### config.mk
export PLATFORM = sky130hd
export DESIGN_NAME = sync_filter_bank
export DESIGN_NICKNAME = d
export VERILOG_FILES = /design/src/rtl/sync_pkg.sv /design/src/rtl/sync_filter_chan.sv /design/src/rtl/sync_filter_bank.sv
export SDC_FILE = /design/constraint.sdc
export NUM_CORES = 1
export LEC_CHECK = 0
export BUFFER_PORTS_ARGS = -buffer_cell sky130_fd_sc_hd__buf_2
export CORE_MARGIN = 2
export CORE_UTILIZATION = 52
export DETAILED_ROUTE_END_ITERATION = 6
export PLACE_DENSITY_LB_ADDON = 0.3
export SKIP_CTS_REPAIR_TIMING = 1
export SYNTH_ARGS = -nofsm -noshare
export SYNTH_HDL_FRONTEND = slang
export SYNTH_SLANG_ARGS = --single-unit
### constraint.sdc
create_clock -name clk -period 1.4 [get_ports clk]
set_input_delay 0.14 -clock clk [delete_from_list [all_inputs] [get_ports clk]]
set_output_delay 0.14 -clock clk [all_outputs]
set_load 0.005 [all_outputs]
### src/rtl/sync_pkg.sv
// rtl/sync_pkg.sv - shared constants for the synchronizer filter bank
package sync_pkg;

  localparam int                      GLITCH_CNT_W    = 8;
  localparam logic [GLITCH_CNT_W-1:0] GLITCH_CNT_MAX  = 8'd255;
  localparam int                      MIN_SYNC_STAGES = 2;
  localparam int                      MIN_FILTER_LEN  = 1;

endpackage

### src/rtl/sync_filter_chan.sv
// rtl/sync_filter_chan.sv - one channel: sync chain, deglitch filter, edge pulses
//
// Optional feature macro: SYNC_GLITCH_COUNT_EN (adds glitch_clr/glitch_cnt).
//
// Ports:
//   clk          system clock
//   rst          synchronous active-high reset
//   async_in     asynchronous level input
//   filt_bypass  1 = data_out follows the synchronized input without filtering
//   glitch_clr   clears the glitch counter (macro only)
//   glitch_cnt   saturating count of aborted transitions (macro only)
//   data_out     synchronized, filtered level
//   rise_pulse   one-cycle pulse on data_out 0->1
//   fall_pulse   one-cycle pulse on data_out 1->0
module sync_filter_chan
  import sync_pkg::*;
#(
  parameter int   SYNC_STAGES = 3,
  parameter int   FILTER_LEN  = 4,
  parameter logic RESET_LEVEL = 1'b0
) (
  input  logic                    clk,
  input  logic                    rst,
  input  logic                    async_in,
  input  logic                    filt_bypass,
`ifdef SYNC_GLITCH_COUNT_EN
  input  logic                    glitch_clr,
  output logic [GLITCH_CNT_W-1:0] glitch_cnt,
`endif
  output logic                    data_out,
  output logic                    rise_pulse,
  output logic                    fall_pulse
);

  if (SYNC_STAGES < MIN_SYNC_STAGES) begin : g_bad_sync_stages
    $error("sync_filter_chan: SYNC_STAGES must be >= 2");
  end
  if (FILTER_LEN < MIN_FILTER_LEN) begin : g_bad_filter_len
    $error("sync_filter_chan: FILTER_LEN must be >= 1");
  end

  // A one-cycle filter still needs a one-bit counter to keep widths legal.
  localparam int               CNT_W    = (FILTER_LEN > 1) ? $clog2(FILTER_LEN) : 1;
  localparam logic [CNT_W-1:0] CNT_LAST = CNT_W'(FILTER_LEN - 1);

  logic [SYNC_STAGES-1:0] r_sync;
  logic [CNT_W-1:0]       r_cnt;
  logic                   r_data;
  logic                   r_rise;
  logic                   r_fall;

  logic                   w_sq;
  logic                   w_next_data;
  logic [CNT_W-1:0]       w_next_cnt;

  assign w_sq = r_sync[SYNC_STAGES-1];

  // A new level is accepted only once it has been seen for FILTER_LEN
  // consecutive cycles; any return to the current level restarts the count.
  always_comb begin
    w_next_data = r_data;
    w_next_cnt  = '0;
    if (filt_bypass) begin
      w_next_data = w_sq;
    end else if (w_sq != r_data) begin
      if (r_cnt == CNT_LAST) begin
        w_next_data = w_sq;
      end else begin
        w_next_cnt = r_cnt + CNT_W'(1);
      end
    end
  end

  always_ff @(posedge clk) begin
    if (rst) begin
      r_sync <= {SYNC_STAGES{RESET_LEVEL}};
      r_cnt  <= '0;
      r_data <= RESET_LEVEL;
      r_rise <= 1'b0;
      r_fall <= 1'b0;
    end else begin
      r_sync <= {r_sync[SYNC_STAGES-2:0], async_in};
      r_cnt  <= w_next_cnt;
      r_data <= w_next_data;
      r_rise <= w_next_data & ~r_data;
      r_fall <= ~w_next_data & r_data;
    end
  end

  assign data_out   = r_data;
  assign rise_pulse = r_rise;
  assign fall_pulse = r_fall;

`ifdef SYNC_GLITCH_COUNT_EN
  logic [GLITCH_CNT_W-1:0] r_gcnt;
  logic                    w_glitch;

  // A pending change that falls back to the held level before acceptance.
  assign w_glitch = ~filt_bypass && (r_cnt != '0) && (w_sq == r_data);

  always_ff @(posedge clk) begin
    if (rst || glitch_clr) begin
      r_gcnt <= '0;
    end else if (w_glitch && (r_gcnt != GLITCH_CNT_MAX)) begin
      r_gcnt <= r_gcnt + GLITCH_CNT_W'(1);
    end
  end

  assign glitch_cnt = r_gcnt;
`endif

endmodule

### src/rtl/sync_filter_bank.sv
// rtl/sync_filter_bank.sv - multi-channel synchronizer and deglitch filter bank
//
// Optional feature macro: SYNC_GLITCH_COUNT_EN (adds glitch_clr/glitch_cnt).
//
// Ports:
//   clk          system clock
//   rst          synchronous active-high reset
//   async_in     asynchronous inputs, one bit per channel
//   filt_bypass  per-channel filter bypass
//   glitch_clr   clears all glitch counters (macro only)
//   glitch_cnt   8-bit counter per channel, channel i in [8i+7:8i] (macro only)
//   data_out     synchronized, filtered levels
//   rise_pulse   per-channel one-cycle rising-edge pulses
//   fall_pulse   per-channel one-cycle falling-edge pulses
module sync_filter_bank
  import sync_pkg::*;
#(
  parameter int   CHANNELS    = 4,
  parameter int   SYNC_STAGES = 3,
  parameter int   FILTER_LEN  = 4,
  parameter logic RESET_LEVEL = 1'b0
) (
  input  logic                             clk,
  input  logic                             rst,
  input  logic [CHANNELS-1:0]              async_in,
  input  logic [CHANNELS-1:0]              filt_bypass,
`ifdef SYNC_GLITCH_COUNT_EN
  input  logic                             glitch_clr,
  output logic [CHANNELS*GLITCH_CNT_W-1:0] glitch_cnt,
`endif
  output logic [CHANNELS-1:0]              data_out,
  output logic [CHANNELS-1:0]              rise_pulse,
  output logic [CHANNELS-1:0]              fall_pulse
);

  if (CHANNELS < 1) begin : g_bad_channels
    $error("sync_filter_bank: CHANNELS must be >= 1");
  end

  for (genvar i = 0; i < CHANNELS; i++) begin : g_chan
    sync_filter_chan #(
      .SYNC_STAGES (SYNC_STAGES),
      .FILTER_LEN  (FILTER_LEN),
      .RESET_LEVEL (RESET_LEVEL)
    ) u_chan (
      .clk         (clk),
      .rst         (rst),
      .async_in    (async_in[i]),
      .filt_bypass (filt_bypass[i]),
`ifdef SYNC_GLITCH_COUNT_EN
      .glitch_clr  (glitch_clr),
      .glitch_cnt  (glitch_cnt[i*GLITCH_CNT_W +: GLITCH_CNT_W]),
`endif
      .data_out    (data_out[i]),
      .rise_pulse  (rise_pulse[i]),
      .fall_pulse  (fall_pulse[i])
    );
  end

endmodule

==> impl_metrics.ini <==
[power_and_ir_drop]
seqPwrFrac = 0.611
power_frac_clock = 0.348
comb_power_share = 0.041
leakage_nw = 0.516
netSwitchingFraction = 0.213
pwr_density_cell_nw_per_um2 = 1220
ir_worst_vdd_mv = 0.717
p_sw_w = 0.000327
p_int_w = 0.00121

[setup_path]
r2r_cells = 3
critical_path_class = reg -> reg
reg2reg_from = g_chan[0].u_chan.r_cnt[0]$_SDFF_PP0_
r2r_slack_ns = 0.26
cp_num_buf_inv = 0
crit_family = simple AND/OR/NAND/NOR gates
crit_fanout = 4
cp-start-kind = flip-flop
path_cells = ha_1 > nor2_1 > nor4b_1
crit_arrival_ns = 1.36
reg2reg_to = g_chan[0].u_chan.r_cnt[0]$_SDFF_PP0_
cp.required_ns = 1.62
startpoint = g_chan[0].u_chan.r_cnt[0]$_SDFF_PP0_
cp-endpoint = g_chan[0].u_chan.r_cnt[0]$_SDFF_PP0_
max_stage_delay_ns = 0.33
critical_path_depth = 3
crit_path_end_kind = flip-flop
cp_slowest_cell = dfxtp_1

[floorplan]
boundaryPins = 22
die_h_um = 51.6
die_x_um = 51.6
dieArea_um2 = 2660
start_util = 0.543
rows = 17
core_region_area_um2 = 2170

[sta]
setup-tns-final_ns = 0
fin_crit_ns = 1.14
slew_violations = 0
tightest_slew_ns = 0.552
slew_headroom = 0.632
clock_skew_ns = 0.00672
rsz0062_at_grt = false
hold-worst-slack_ns = 0.0237
report.final.hold_viol_count = 0
fmax_mhz = 876
finalCritPeriodShare = 0.815
finalSetupViolations = 0

[drt]
first_iter_violations = 7
wl_per_cell_um = 11.0
routed_via_density = 4.98
wl_um = 1550
drt_pass1_iterations = 2
antenna_left = 0
route.detailed.drc = 0
via_count = 702

[status]
status = finished, final reports clean

[synthesis]
ys_ff_latch = 32
synth_seq_area_share = 0.544
avgSynthCellArea_um2 = 11.9
ys.flop_type = dfxtp_1
syn-num-nets = 113
async_reset_ff_frac = 0
synth.distinct_cells = 13
synth_edf_count = 0
synth.most_common_cell = dfxtp_1
yosysWarnings = 0
yosysTopAreaCell = dfxtp_1
synth_area_um2 = 1180
syn-instance-count = 99
ys_top_cells_by_count = dfxtp_1, buf_4, nor2b_1, nor4b_1
synth_area_leaders = dfxtp_1, nor4b_1, buf_4, nor2b_1, and4bb_2
synth_top_area_frac = 0.544

[global_routing]
grt_overflow = 0
grt_pass1_wl_um = 2630
grt_start_max_net_pins = 33
antenna_found_initial = 0
track_usage = 0.145
first_global_vias = 620

[clock_network]
cts_made_buffers = 5
cts_num_sinks = 32
h-tree-depth = 2
cts_buffer_depth = 2
clkTransAtPathRegs_ns = 0.10
cts_root_buf = clkbuf_4
tritoncts = built
clk-insertion-delay-late_ns = 0.32

[finish]
n_fill_cell = 207
antenna_cells = 0
final_nets = 126
fin_util = 0.581
drive_above_1_share = 0.310
seqCellArea_um2 = 641
syn_to_final_growth_pct = 6.90
final_area_um2 = 1260
multi_input_area_um2 = 420

[flow_run]
maxCapViolCount = 0

[placement]
io_buffers = 21
dpl.hpwl_um = 990
placed_area_um2 = 1200
routabilityCongestion = 0.658

[worst_hold_path]
worstHoldPathType = in -> reg
-- how the worst min path moves through the flow --
stage | startpoint | endpoint | depth (start not counted)
floorplan | async_in[0] | g_chan[0].u_chan.r_sync[0]$_SDFF_PP0_ | 1
global placement | async_in[2] | g_chan[2].u_chan.r_sync[0]$_SDFF_PP0_ | 2
detailed placement | async_in[3] | g_chan[3].u_chan.r_sync[0]$_SDFF_PP0_ | 2
CTS | async_in[3] | g_chan[3].u_chan.r_sync[0]$_SDFF_PP0_ | 2
global route | async_in[3] | g_chan[3].u_chan.r_sync[0]$_SDFF_PP0_ | 2
finish | async_in[3] | g_chan[3].u_chan.r_sync[0]$_SDFF_PP0_ | 2
-- power by group through the flow --
stage / clock [W] / combinational (W) / sequential, W
after detailed placement: 0 / 0.0000632 / 0.000958
final: 0.000534 / 0.0000628 / 0.000937
after CTS: 0.000558 / 0.0000639 / 0.000937
after global routing: 0.000604 / 0.0000710 / 0.000940
after global placement: 0 / 0.0000607 / 0.000957
after floorplan: 0 / 0.0000499 / 0.000956
-- routing by layer --
metal | global-route usage | up-vias | wire [µm]
met1 | 0.150 | 323 | 712
met2 | 0.226 | 16 | 703
met3 | 0.0690 | 4 | 98
li1 | - | 359 | -
met5 | 0 | - | 0
met4 | 0.105 | 0 | 34
-- area by class of cell --
cell class              count  share of cell area
well taps                  28              0.0278
repair buffers             21              0.0834
flip-flops and latches     32               0.508
multi-input cells          52               0.334
clock buffers               8              0.0467
-- kinds of logic after synthesis --
| logic type | share of synthesized area |
|---|---|
| AOI/OAI and AO/OA | 0.0467 |
| xor gates and xnor gates | 0.0297 |
| adders and majority gates | 0.0425 |
| DFF | 0.544 |
| and+or+nand+nor | 0.238 |
| buffers and inverters | 0.0998 |
-- through the flow --
step	instances	power, W	setup WS (ns)
6_report	141	0.00153	0.258
4_1_cts	141	0.00156	0.240
3_3_place_gp	133	0.00102	0.341
5_1_grt	141	0.00161	0.0726
2_1_floorplan	99	0.00101	0.359
3_5_place_dp	133	0.00102	0.286
-- layout by cell type, fill, tap and decap left out, drive strengths merged --
| cell type | count |
|---|---|
| buf | 21 |
| xnor2 | 4 |
| clkbuf | 8 |
| ha | 4 |
| nor4b | 12 |
| nor2b | 12 |
| or3b | 4 |
| and4bb | 4 |
| a21oi | 4 |
| nor2 | 4 |
| dfxtp | 32 |
| o21ai | 4 |
-- sequential cells by signal (all words and copies together), names as in the netlist --
signal                    cells
g_chan.u_chan.rise_pulse      4
g_chan.u_chan.r_sync         12
g_chan.u_chan.r_cnt           8
g_chan.u_chan.fall_pulse      4
g_chan.u_chan.data_out        4
Power figures use the tool's default switching activity.
